$ cat config.mk
export PLATFORM = sky130hd
export DESIGN_NAME = noc_link_fifo
export DESIGN_NICKNAME = d
export VERILOG_FILES = /design/src/rtl/noc_link_fifo.sv
export SDC_FILE = /design/constraint.sdc
export NUM_CORES = 1
export LEC_CHECK = 0
export ABC_AREA = 1
export CAP_MARGIN = 20
export CORE_ASPECT_RATIO = 1.5
export CORE_MARGIN = 1
export CORE_UTILIZATION = 51
export DETAILED_ROUTE_END_ITERATION = 8
export PLACE_DENSITY = 0.71
export SLEW_MARGIN = 20
export SYNTH_ARGS = -nofsm -noshare
export SYNTH_HDL_FRONTEND = slang
export SYNTH_SLANG_ARGS = --single-unit
$ cat constraint.sdc
create_clock -name clk -period 3.2 [get_ports clk]
set_clock_uncertainty 0.2 [all_clocks]
set_input_delay 0.48 -clock clk [delete_from_list [all_inputs] [get_ports clk]]
set_output_delay 0.48 -clock clk [all_outputs]
set_load 0.03 [all_outputs]
$ cat src/rtl/noc_link_fifo.sv
// Elastic DEPTH-entry link buffer between an upstream router output and a node input port.
// Optional upstream-stall counter enabled by defining NOC_FIFO_STALL_CNT_EN.
module noc_link_fifo #(
  parameter int DEPTH  = 4,
  parameter int ADDR_W = 5,
  parameter int DATA_W = 32
) (
  input  logic                     clk,
  input  logic                     rst,
  input  logic [ADDR_W-1:0]        up_addr,
  input  logic [DATA_W-1:0]        up_data,
  input  logic                     up_valid,
  output logic                     up_ack,
  output logic [ADDR_W-1:0]        dn_addr,
  output logic [DATA_W-1:0]        dn_data,
  output logic                     dn_valid,
  input  logic                     dn_ack,
  output logic [$clog2(DEPTH):0]   count,
  output logic [15:0]              stall_cnt
);

  localparam int AW = $clog2(DEPTH);
  localparam int CW = AW + 1;
  localparam logic [CW-1:0] FULL = CW'(DEPTH);

  logic [ADDR_W-1:0] mem_addr [DEPTH];
  logic [DATA_W-1:0] mem_data [DEPTH];
  logic [AW-1:0]     wr_ptr, rd_ptr;
  logic              push, pop;

  // Full is judged on the pre-edge count, so a same-edge pop never frees room for a push.
  assign push = up_valid && !up_ack && (count < FULL);
  assign pop  = dn_ack && (count != '0);

  always_ff @(posedge clk) begin
    if (push) begin
      mem_addr[wr_ptr] <= up_addr;
      mem_data[wr_ptr] <= up_data;
    end
  end

  always_ff @(posedge clk or posedge rst) begin
    if (rst) begin
      wr_ptr <= '0;
      rd_ptr <= '0;
      count  <= '0;
      up_ack <= 1'b0;
    end else begin
      up_ack <= push;
      if (push) wr_ptr <= wr_ptr + 1'b1;
      if (pop)  rd_ptr <= rd_ptr + 1'b1;
      case ({push, pop})
        2'b10:   count <= count + 1'b1;
        2'b01:   count <= count - 1'b1;
        default: count <= count;
      endcase
    end
  end

  always_comb begin
    dn_valid = (count != '0);
    dn_addr  = '0;
    dn_data  = '0;
    if (dn_valid) begin
      dn_addr = mem_addr[rd_ptr];
      dn_data = mem_data[rd_ptr];
    end
  end

`ifdef NOC_FIFO_STALL_CNT_EN
  always_ff @(posedge clk or posedge rst) begin
    if (rst) begin
      stall_cnt <= '0;
    end else if (up_valid && !up_ack && (count == FULL) && (stall_cnt != '1)) begin
      stall_cnt <= stall_cnt + 16'd1;
    end
  end
`else
  assign stall_cnt = '0;
`endif

endmodule

## Word-level counts from Yosys, hierarchy flattened

Memories as Yosys holds them, arrays and structs flattened.
Index checks and enable logic that the tools add are counted.

- Equal/unequal tests: 2
- Multiplexer cells: 5
- Reduce and logical (&&, ||, !) cells: 6
- $lt $le $gt $ge: 1
- Add/subtract/negate cells: 4

Operators with widths:

| operator | number |
|---|---|
| 32-bit two-way mux | 1 |
| 3-bit case mux with 2 select lines | 1 |
| 5-bit two-way mux | 1 |
| 2-bit by 1-bit adder with 2-bit output, second input constant | 2 |
| 3-bit by 1-bit adder with 3-bit output, second input constant | 1 |
| 1-bit logical AND | 3 |
| 3-bit < comparator, second input constant | 1 |
| 3-bit nonzero test | 1 |
| 3-bit by 1-bit subtractor with 3-bit output, second input constant | 1 |
| 2-bit by 1-bit == test with 1-bit output, second input constant | 1 |
| 2-bit == test, second input constant | 1 |
| 1-bit two-way mux | 2 |
| 2-bit nonzero test | 1 |
| 1-bit logical NOT | 1 |

- Output and inout port bits: 58
- Memories kept: 2
- RAM bits: 148
- Word-level logic and storage cells: 24
- Bits in registers: 8

Memories:

| name | words | width | read ports | clocked after Yosys merged registers in | write ports | RTL line | text |
|---|---|---|---|---|---|---|---|
| mem_data | 4 | 32 | 1 | 0 | 1 | 27 | `logic [DATA_W-1:0] mem_data [DEPTH];` |
| mem_addr | 4 | 5 | 1 | 0 | 1 | 26 | `logic [ADDR_W-1:0] mem_addr [DEPTH];` |

## Logic depth before layout (Yosys ltp)

Gate-level depths: netlist of the first run.

- Depth after elaboration: 5
- Mapped depth: 12
- Gate-level depth less buffers: 12

## Worst setup path before layout of the first run

No wires, ideal clock.

- Kind: reg2reg
- Start point: register count[2]
- End point: memory mem_addr[0][0], enable pin
- Stages on the path, launching flop included: 4
- Arrival time: 2.350 ns
- Path slack: 0.219 ns
- Library setup time: 0.431 ns
- Data required time: 2.569 ns
- Period minus slack after synthesis: 2.981 ns
- Buffers on the path: 0
- Cell sequence: dfrtp_1 inv_1 nand2_1 nor2_1

- Cells in the longest elaborated chain, start to end: 4

RTL lines:

| what | RTL line | text |
|---|---|---|
| from (decl) | 18 | `output logic [$clog2(DEPTH):0] count,` |
| from (signal assigned) | 53 | `2'b10: count <= count + 1'b1;` |
| from (signal assigned) | 54 | `2'b01: count <= count - 1'b1;` |
| from (signal assigned) | 55 | `default: count <= count;` |
| 3-bit < comparator | 32 | `assign push = up_valid && !up_ack && (count < FULL);` |
| 1-bit logical AND | 32 |  |
| 1-bit two-way mux | 36 | `if (push) begin` |
| 1-bit two-way mux (implied by the code) | 37 | `mem_addr[wr_ptr] <= up_addr;` |
| to (decl) | 26 |  |

Every way passes these cells.

## Worst setup path after layout of the first run

- Start point: register rd_ptr[1]
- End point: output port dn_data[24]

- Cells in the longest elaborated chain, start to end: 2

RTL lines:

| what | RTL line | text |
|---|---|---|
| from (decl) | 28 | `logic [AW-1:0] wr_ptr, rd_ptr;` |
| from (signal assigned) | 51 | `if (pop) rd_ptr <= rd_ptr + 1'b1;` |
| memory read 4 x 32 bit | -- |  |
| 32-bit two-way mux | 64 | `if (dn_valid) begin` |
| to (decl) | 15 | `output logic [DATA_W-1:0] dn_data,` |

Every way passes these cells.

==> results_dict.tcl, run 1 <==
set metrics [dict create \
    status "complete, no violations" \
    dp_hpwl_um 8709 \
    wl_um 13980 \
    crit_slowest_cell "clkdlybuf4s50_1" \
    portBuffers 82 \
    p_total_mw 8.207 \
    worstPathMaxFanout 39 \
    final_common_cell "inv_1" \
    vias 4536 \
    rows 51 \
    finalHoldViolCount 0 \
    synth_seq_cells 156 \
    antenna_cells 0 \
    clk_pin_slew_ps 60 \
    grt_max_degree 47 \
    cts_root_buffer "clkbuf_16" \
    critPathTopFamily "buffers and inverters" \
    start_util 0.5259 \
    place_inst 889 \
    place_ws_ps 590.1 \
    clk_latency_ps 410 \
    ant_nets 0 \
    dpl-instance-area_um2 7848 \
    cap_violations 0 \
    first_pass_iters 4 \
    worst_slack_ps 154.8 \
    cts_sinks 156 \
    fin_crit_sh 0.9516 \
    rsz0062_at_grt "false" \
    path_cells "buf_4, nand3_1, a21oi_1, clkdlybuf4s50_1" \
    grt_antenna_before_repair 0 \
    drt-wirelength-per-cell_um 15.18 \
    setup_violations 0 \
    grt_pass1_vias 4606 \
    synthCells 658 \
    slew_violations 0 \
    cp_data_required_time_ps 2520 \
    rrSetupSlack_ps 1130 \
    min_period_ps 3045 \
    worst_slew_pin_slew_ps 512.7 \
    end_kind "primary output" \
    holdWs_ps 107.8 \
    power.density_nw_per_um2 978.3 \
    slowest_delay_ps 730 \
    fin_area_um2 8389 \
    clock_path_buffers 2 \
    syn_area_per_cell_um2 10.45 \
    final_cell_mix "inv_1, nand2_1, edfxtp_1" \
    tns_ps 0 \
    syn_area_um2 6879 \
    drc_errors 0 \
    cts_tree "built" \
    drive_gt1_frac 0.07612 \
    globalplace.congestion 0.7550 \
    ys_warn_count 0 \
    syn_to_final_growth_pct 21.95 \
    worst-path-buf-inv 2 \
    seq_area_frac_synth 0.6752 \
    crit_type "reg -> out" \
    netlist-cell-type-count 19 \
    h-tree-depth 4 \
    via_per_inst 4.925 \
    cts_buffers 17 \
    cp.arrival_ps 2370 \
    start_kind "flip-flop" \
    hold_path.class "in -> async" \
    core_area_um2 13080 \
    finalNonFillerCells 921 \
    grt_pass1_wl_um 21860 \
    dieArea_um2 13970 \
    vdd_drop_max_v 0.0007878 \
    drt_iter0_drc 279 \
    cellLeakagePower_nw 3.679 \
    max_freq_ghz 0.3284 \
    grt_overflow 0 \
    finish.utilization 0.6413 \
    io_pins 99 \
    die_h_um 144.2 \
    fillers 984 \
    slew_headroom 0.6582 \
    nets 796 \
    grt_usage 0.2074 \
    fp.dieW_um 96.83 \
]
where the power goes:
| part | switching [mW] | leakage (nW) | total (mW) | internal [mW] |
|---|---|---|---|---|
| combinational | 2.43 | 1.99 | 3.75 | 1.32 |
| sequential | 0.0895 | 1.44 | 2.66 | 2.57 |
| clock | 0.800 | 0.255 | 1.80 | 1.00 |
cells by family after synthesis:
kind of cell / count (synthesis) / synth area share
flip-flops: 156 / 0.6752
adder cells (fa/ha/maj): 6 / 0.01200
buffers and inverters: 210 / 0.1330
XOR/XNOR: 3 / 0.003820
AO/OA/AOI/OAI: 40 / 0.02910
AND/OR/NAND/NOR: 242 / 0.1464
other: 1 / 0.0005451
area by class of cell:
cell class / count / area (µm²) / share of cell area
flip-flops and latches: 156 / 4647 / 0.5539
clock buffers: 17 / 425.4 / 0.05071
repair buffers: 100 / 970.9 / 0.1157
clock inverters: 15 / 113.9 / 0.01357
inverters: 167 / 626.9 / 0.07472
well taps: 159 / 198.9 / 0.02371
multi-input cells: 307 / 1406 / 0.1676
cells in the mapped netlist:
cell type	n	area share
conb_1	1	0.00055
nor2_1	5	0.0027
nand4_1	1	0.00091
buf_4	22	0.024
ha_1	5	0.0091
clkbuf_1	6	0.0033
nand3_1	77	0.056
fa_1	1	0.0029
edfxtp_1	148	0.65
buf_6	4	0.0065
nand2_1	159	0.087
inv_2	3	0.0016
xnor2_1	2	0.0025
buf_2	11	0.0080
o21ai_0	3	0.0022
xor2_1	1	0.0013
inv_1	164	0.089
dfrtp_1	8	0.029
a21oi_1	37	0.027
flip-flops by register name, summed over array words and instances (netlist names):
register  cells
mem_data    128
wr_ptr        2
up_ack        1
mem_addr     20
count         3
rd_ptr        2
worst paths after layout:
path | from | endpoint | cells past startpoint
worst max-delay path | rd_ptr[1]$_DFFE_PP0P_ | dn_data[24] | 4
worst min-delay path | rst | up_ack$_DFF_PP0_ | 2
worst max register to register | count[0]$_DFFE_PP0P_ | count[2]$_DFFE_PP0P_ | 11
worst min register to register | count[2]$_DFFE_PP0P_ | count[2]$_DFFE_PP0P_ | 2
max in group asynchronous | rst | rd_ptr[1]$_DFFE_PP0P_ | 2
min in group clk | count[2]$_DFFE_PP0P_ | count[2]$_DFFE_PP0P_ | 2
worst reg2reg max path, cell delays in order (launching register included):
cell	delay [ps]
dfrtp_1	390
inv_1	100
nand3_1	150
nand2_1	120
inv_1	80
ha_1	170
inv_1	70
fa_1	380
nand2_1	120
nand3_1	90
nand2_1	60
nand2_1	50
layer usage:
layer	GRT usage	up-vias	part of all wire
met5	0	-	0
li1	-	2224	-
met3	0.04882	17	0.046
met4	0.09741	0	0.016
met1	0.2246	2161	0.39
met2	0.3825	134	0.55
what timing repair did:
item / CTS / global route
setup buffers: 0 / 0
resized for setup: 0 / 1
hold buffers: 0 / 0
setup endpoints to repair: 0 / 1
(Power assumes the default switching activity.)
==> inputs of run 2 (changes only) <==
Settings changed: CAP_MARGIN 20 to default.
==> results of run 2 <==
Same layout as run 1: the final DEF is identical, and so are final timing and power.
